<file path="config.mk">
export PLATFORM = sky130hd
export DESIGN_NAME = fetch_ctrl
export DESIGN_NICKNAME = d
export VERILOG_FILES = /design/src/rtl/fetch_ctrl.sv
export SDC_FILE = /design/constraint.sdc
export NUM_CORES = 1
export LEC_CHECK = 0
export BUFFER_PORTS_ARGS = -buffer_cell sky130_fd_sc_hd__buf_2
export CORE_ASPECT_RATIO = 0.75
export CORE_UTILIZATION = 45
export DETAILED_ROUTE_END_ITERATION = 6
export PLACE_DENSITY = 0.73
export SETUP_SLACK_MARGIN = 0.02
export SYNTH_ARGS = -nofsm -noshare
export SYNTH_HDL_FRONTEND = slang
export SYNTH_SLANG_ARGS = --single-unit
</file>
<file path="constraint.sdc">
create_clock -name clock -period 2.1 [get_ports clock]
set_clock_uncertainty 0.1 [all_clocks]
set_input_delay 0.315 -clock clock [delete_from_list [all_inputs] [get_ports clock]]
set_output_delay 0.315 -clock clock [all_outputs]
set_load 0.01 [all_outputs]
</file>
<file path="src/rtl/fetch_ctrl.sv">
// Instruction fetch controller: one outstanding imem request, a one-entry
// instruction buffer toward decode, and redirect handling with stale-response drop.
module fetch_ctrl #(
  parameter int unsigned     XLEN     = 32,
  parameter logic [XLEN-1:0] RESET_PC = '0
) (
  input  logic            clock,
  input  logic            reset,
  input  logic            redirect_valid,
  input  logic [XLEN-1:0] redirect_pc,
  output logic            imem_req_valid,
  input  logic            imem_req_ready,
  output logic [XLEN-1:0] imem_req_addr,
  input  logic            imem_rsp_valid,
  input  logic [31:0]     imem_rsp_data,
  output logic            inst_valid,
  input  logic            inst_ready,
  output logic [31:0]     inst_data,
  output logic [XLEN-1:0] inst_pc,
  output logic [XLEN-1:0] inst_next_pc,
  output logic [31:0]     fetch_count
);

  localparam int unsigned CNT_W = 32;

  typedef enum logic [1:0] {
    S_REQ,
    S_WAIT,
    S_HOLD
  } state_t;

  state_t          state_q, state_d;
  logic [XLEN-1:0] fetch_pc_q, fetch_pc_d;
  logic [XLEN-1:0] redirect_target;
  logic            drop_q, drop_d;
  logic            capture;
  logic            deliver;

  // Request address is the fetch PC register itself, so it never sees redirect_valid combinationally.
  assign imem_req_addr   = fetch_pc_q;
  assign redirect_target = redirect_pc & ~XLEN'(3);

  // Next-state, fetch PC and drop-flag logic
  always_comb begin
    state_d    = state_q;
    fetch_pc_d = fetch_pc_q;
    drop_d     = drop_q;
    capture    = 1'b0;
    deliver    = 1'b0;
    case (state_q)
      S_REQ: begin
        if (imem_req_ready) begin
          state_d = S_WAIT;
          drop_d  = redirect_valid;
        end
        if (redirect_valid) fetch_pc_d = redirect_target;
      end
      S_WAIT: begin
        if (imem_rsp_valid) begin
          if (drop_q || redirect_valid) begin
            state_d = S_REQ;
            drop_d  = 1'b0;
          end else begin
            capture = 1'b1;
            state_d = S_HOLD;
          end
        end else if (redirect_valid) begin
          drop_d = 1'b1;
        end
        if (redirect_valid) fetch_pc_d = redirect_target;
      end
      S_HOLD: begin
        if (inst_ready) begin
          deliver    = 1'b1;
          state_d    = S_REQ;
          fetch_pc_d = inst_next_pc;
        end
        // A redirect both flushes the buffer and overrides the sequential PC.
        if (redirect_valid) begin
          state_d    = S_REQ;
          fetch_pc_d = redirect_target;
        end
      end
      default: state_d = S_REQ;
    endcase
  end

  // State, buffer and counter registers
  always_ff @(posedge clock) begin
    if (reset) begin
      state_q        <= S_REQ;
      fetch_pc_q     <= RESET_PC;
      drop_q         <= 1'b0;
      imem_req_valid <= 1'b1;
      inst_valid     <= 1'b0;
      inst_data      <= '0;
      inst_pc        <= '0;
      inst_next_pc   <= XLEN'(4);
      fetch_count    <= '0;
    end else begin
      state_q        <= state_d;
      fetch_pc_q     <= fetch_pc_d;
      drop_q         <= drop_d;
      imem_req_valid <= (state_d == S_REQ);
      inst_valid     <= (state_d == S_HOLD);
      if (capture) begin
        inst_data    <= imem_rsp_data;
        inst_pc      <= fetch_pc_q;
        inst_next_pc <= fetch_pc_q + XLEN'(4);
      end
      if (deliver) fetch_count <= fetch_count + CNT_W'(1);
    end
  end

endmodule

</file>
# Yosys cells after proc, flatten, opt, wreduce, memory -nomap -nowiden
# Index checks and enable logic that the tools add are counted.
# classes
add_sub_neg	2
n_eq_ne	8
n_mux	20
reduce_logical	8
# op_table
operator	count
$mux W32	3
$pmux W32 S2	1
$add A32 B1 Y32 const B	1
$add A32 B3 Y32 const B	1
$mux W2	5
$mux W1	9
$ne A3 B3 Y1 const B	3
$pmux W2 S3	1
$eq A2 B2 Y1 const B	2
$logic_not A2 Y1	2
$reduce_and A4 Y1	1
$reduce_bool A2 Y1	2
$reduce_and A3 Y1	1
$eq A2 B1 Y1 const B	1
$ne A2 B1 Y1 const B	1
$ne A2 B2 Y1 const B	1
$pmux W1 S2	1
$reduce_or A2 Y1	1
$logic_or A1 B1 Y1	1
# totals
register_bits	165
input_bits	70
output_inout_bits	162
word_cells	47

# Depth between registers and ports, before layout
# depth
depth_word	5
ltp_mapped	8

# Worst setup path after synthesis
# No wires, ideal clock.
# synth_timing
path_type	reg-to-reg
from	register fetch_pc_q[3], in the netlist imem_req_addr[3]
to	register inst_next_pc[30]
setup_time_ps	86
arrival_ps	1841
path_slack_ps	74
stages_incl_launch_ff	7
synth_period_minus_slack_ps	2026
path_cell_list	dfxtp_1 > ha_1 > nand4_1 > nor4_2 > nand4_1 > xor2_1 > a211oi_1
# synth_between
elab_chain_cells	1
# synth_rtl
item	line_no	source
start: declaration	33	logic [XLEN-1:0] fetch_pc_q, fetch_pc_d;
start signal: assignment	102	fetch_pc_q <= fetch_pc_d;
$add A32 B3 Y32	109	inst_next_pc <= fetch_pc_q + XLEN'(4);
end signal: assignment	109	
end: declaration	20	output logic [XLEN-1:0] inst_next_pc,
# Every way passes these cells.
# A chain may end at the register's enable or synchronous reset.

# Worst setup path after layout
# layout_timing
from	register fetch_pc_q[16], in the netlist imem_req_addr[16]
to	register inst_next_pc[21]
# Same word-level chain as after synthesis.

==> metrics.yaml <==
ctsHoldBuffers: 0
route.detailed.drc: 0
cts-root-buf: "clkbuf_16"
gp_congestion: 0.782
finalCritPeriodShare: 0.927
vias: 6406
rows: 38
reg2reg_depth: 5
dpl.cell_count: 1213
cp_max_fo: 7
dieHeight_um: 109
cap_viol_max_count: 0
yosysWarnings: 0
insertion_delay_ns: 0.42
globalRouteMet1Util: 0.314
worst_hold_path_type: "in -> reg"
layout-drive-gt1-share: 0.312
worstSetupEndpointType: "flip-flop"
rsz0062_at_grt: "no"
path_clk_slew_ns: 0.07
grt_use_met2: 0.361
grt-ovfl-total: 0
synth_seq_cells: 163
synth_cell_type_count: 39
whs_ns: 0.0313
dpl-instance-area_sq_um: 8390
grt_pass1_wl_um: 28600
nets: 1104
postRouteAntennaNets: 0
post-route-min-period_ns: 1.95
grt_usage: 0.232
antenna_found_initial: 0
synth-seq-area-share: 0.476
p_clk_frac: 0.461
htree_levels: 4
final_cell_mix: "buf_2, dfxtp_1, nand2_1"
fin_total_pwr_mw: 7.15
r2r-end: "inst_next_pc[21]"
multiInputGateArea_sq_um: 3340
relSlewSlack: 0.654
cp.arrival_ns: 2.18
ioPinCount: 232
n_fill_cell: 1335
leakage_nw: 3.80
cts_made_buffers: 17
cts.sinks: 163
firstDrtPassIters: 6
ir_drop_uv: 586
setup_viol: 0
top_usage_layer: "met2"
core_region_area_sq_um: 14700
wl_um: 17900
syn-num-nets: 877
cts_setup_buffers: 0
vias_per_cell: 5.15
p_int_mw: 5.46
final_common_cell: "buf_2"
critPathLaunchType: "flip-flop"
netlist_instances: 805
port-buffer-count: 229
drt_iter0_drc: 303
crit_slowest_cell: "or3_1"
dpl.hpwl_um: 12200
p_sw_mw: 1.70
setup_slack_ns: 0.152
rrSetupSlack_ns: 0.15
cts_tree: "built"
min_path_cells: 3
ctsResizeCount: 0
status: "complete, no violations"
grt_pass1_vias: 5728
dp_slack_ns: 0.111
power_density_nw_per_um2: 793
fin_cells: 1245
max_freq_ghz: 0.513
drv_slew: 0
dieArea_sq_um: 15700
fin_tns_setup_ns: 0
swShare: 0.237
holdCritStartpoint: "imem_rsp_data[25]"
grt_max_degree: 95
seq_power_share: 0.456
netlist_area_sq_um: 6860
clk_path_buf_depth: 2
finalInstanceArea_sq_um: 9020
syn_avg_cell_area_sq_um: 8.52
cp.required_ns: 2.33
use_met3: 0.0531
crit_chain: "nand3_1 > or3_1 > nor3_1 > xnor2_1 > a211oi_1"
r2r-start: "imem_req_addr[16]"
min_to: "inst_data[25]"
wl_per_cell_um: 14.4
seqCellArea_sq_um: 3260
die_w_um: 145
start_util: 0.467
tightest_slew_ns: 0.517
combPwrFrac: 0.083
final_util: 0.614
area_growth_pct: 31.4
criticalPathCategory: "reg -> reg"
cpPeakStageDelay_ns: 0.58
hold_viol: 0
kinds of logic (layout without fill, tap and decap cells):
kind of cell	Yosys count	count (layout)	share of synthesized area
buffers and inverters	67	306	0.0409
muxes	32	32	0.0467
adders and majority gates	2	2	0.00365
AOI/OAI and AO/OA	141	141	0.127
DFF	163	163	0.476
other	0	1	0
and+or+nand+nor	346	346	0.237
xor gates and xnor gates	54	54	0.0690
power groups by stage:
stage               registers (mW)  logic (mW)  clock network (mW)
finish                        3.26       0.592                3.30
global route                  3.28       0.654                3.48
CTS                           3.26       0.596                3.34
detailed placement            3.33       0.591                   0
global placement              3.33       0.584                   0
floorplan                     3.38       0.263                   0
per-layer routing:
layer / up-vias / routed length, um
met4: 0 / 325
met3: 29 / 1080
met1: 2957 / 8590
li1: 3203 / -
met5: - / 0
met2: 217 / 7920
worst max-delay path: cells and delay by family, from the launching register on:
kind             cells  cell delay (ns)
AND/OR/NAND/NOR      3             1.08
XOR/XNOR             1             0.10
AO/OA/AOI/OAI        1             0.24
flip-flops           1             0.35
Yosys cell counts, drive strengths merged:
cell,n,area (sq um)
xnor2,20,175
or3,7,43.8
xor2,34,298
o21ai,7,35.0
nand4,22,159
nor3,12,60.1
and2,1,6.26
a311oi,1,8.76
nand3b,1,7.51
a211oi,57,448
clkbuf,43,163
and3b,1,8.76
nor3b,1,7.51
nand3,24,143
nor2,99,372
ha,2,25.0
nor4,6,101
a21oi,76,380
mux2i,32,320
and3,11,72.6
nand4b,1,8.76
buf,19,98.8
and4,3,26.3
nand2,149,559
nand2b,4,25.0
inv,5,18.8
dfxtp,163,3260
or2,3,18.8
nor2b,1,6.26
sequential cells by signal (all words and copies together), names as in the netlist:
signal	count
fetch_count	32
imem_req_addr	32
inst_data	32
inst_pc	32
inst_next_pc	30
state_q	2
drop_q	1
imem_req_valid	1
inst_valid	1
worst max path at each step:
stage                       from               end  slack (ns)
2_1_floorplan   imem_req_addr[3]  inst_next_pc[30]        0.07
3_3_place_gp   imem_req_addr[16]  inst_next_pc[21]        0.20
3_5_place_dp    imem_req_addr[2]  inst_next_pc[30]        0.11
4_1_cts         imem_req_addr[2]  inst_next_pc[24]        0.06
5_1_grt         imem_req_addr[2]  inst_next_pc[24]        0.03
6_report       imem_req_addr[16]  inst_next_pc[21]        0.15
final cells by class:
| class | count | share of cell area |
|---|---|---|
| sequential | 163 | 0.362 |
| clock buffer | 18 | 0.0487 |
| tap | 200 | 0.0278 |
| antenna | 1 | 0.000278 |
| timing repair buffer | 270 | 0.168 |
| inverter | 5 | 0.00208 |
| clock inverter | 13 | 0.0205 |
| multi-input combinational | 575 | 0.370 |
No activity file was read; power rests on OpenSTA's default activity.
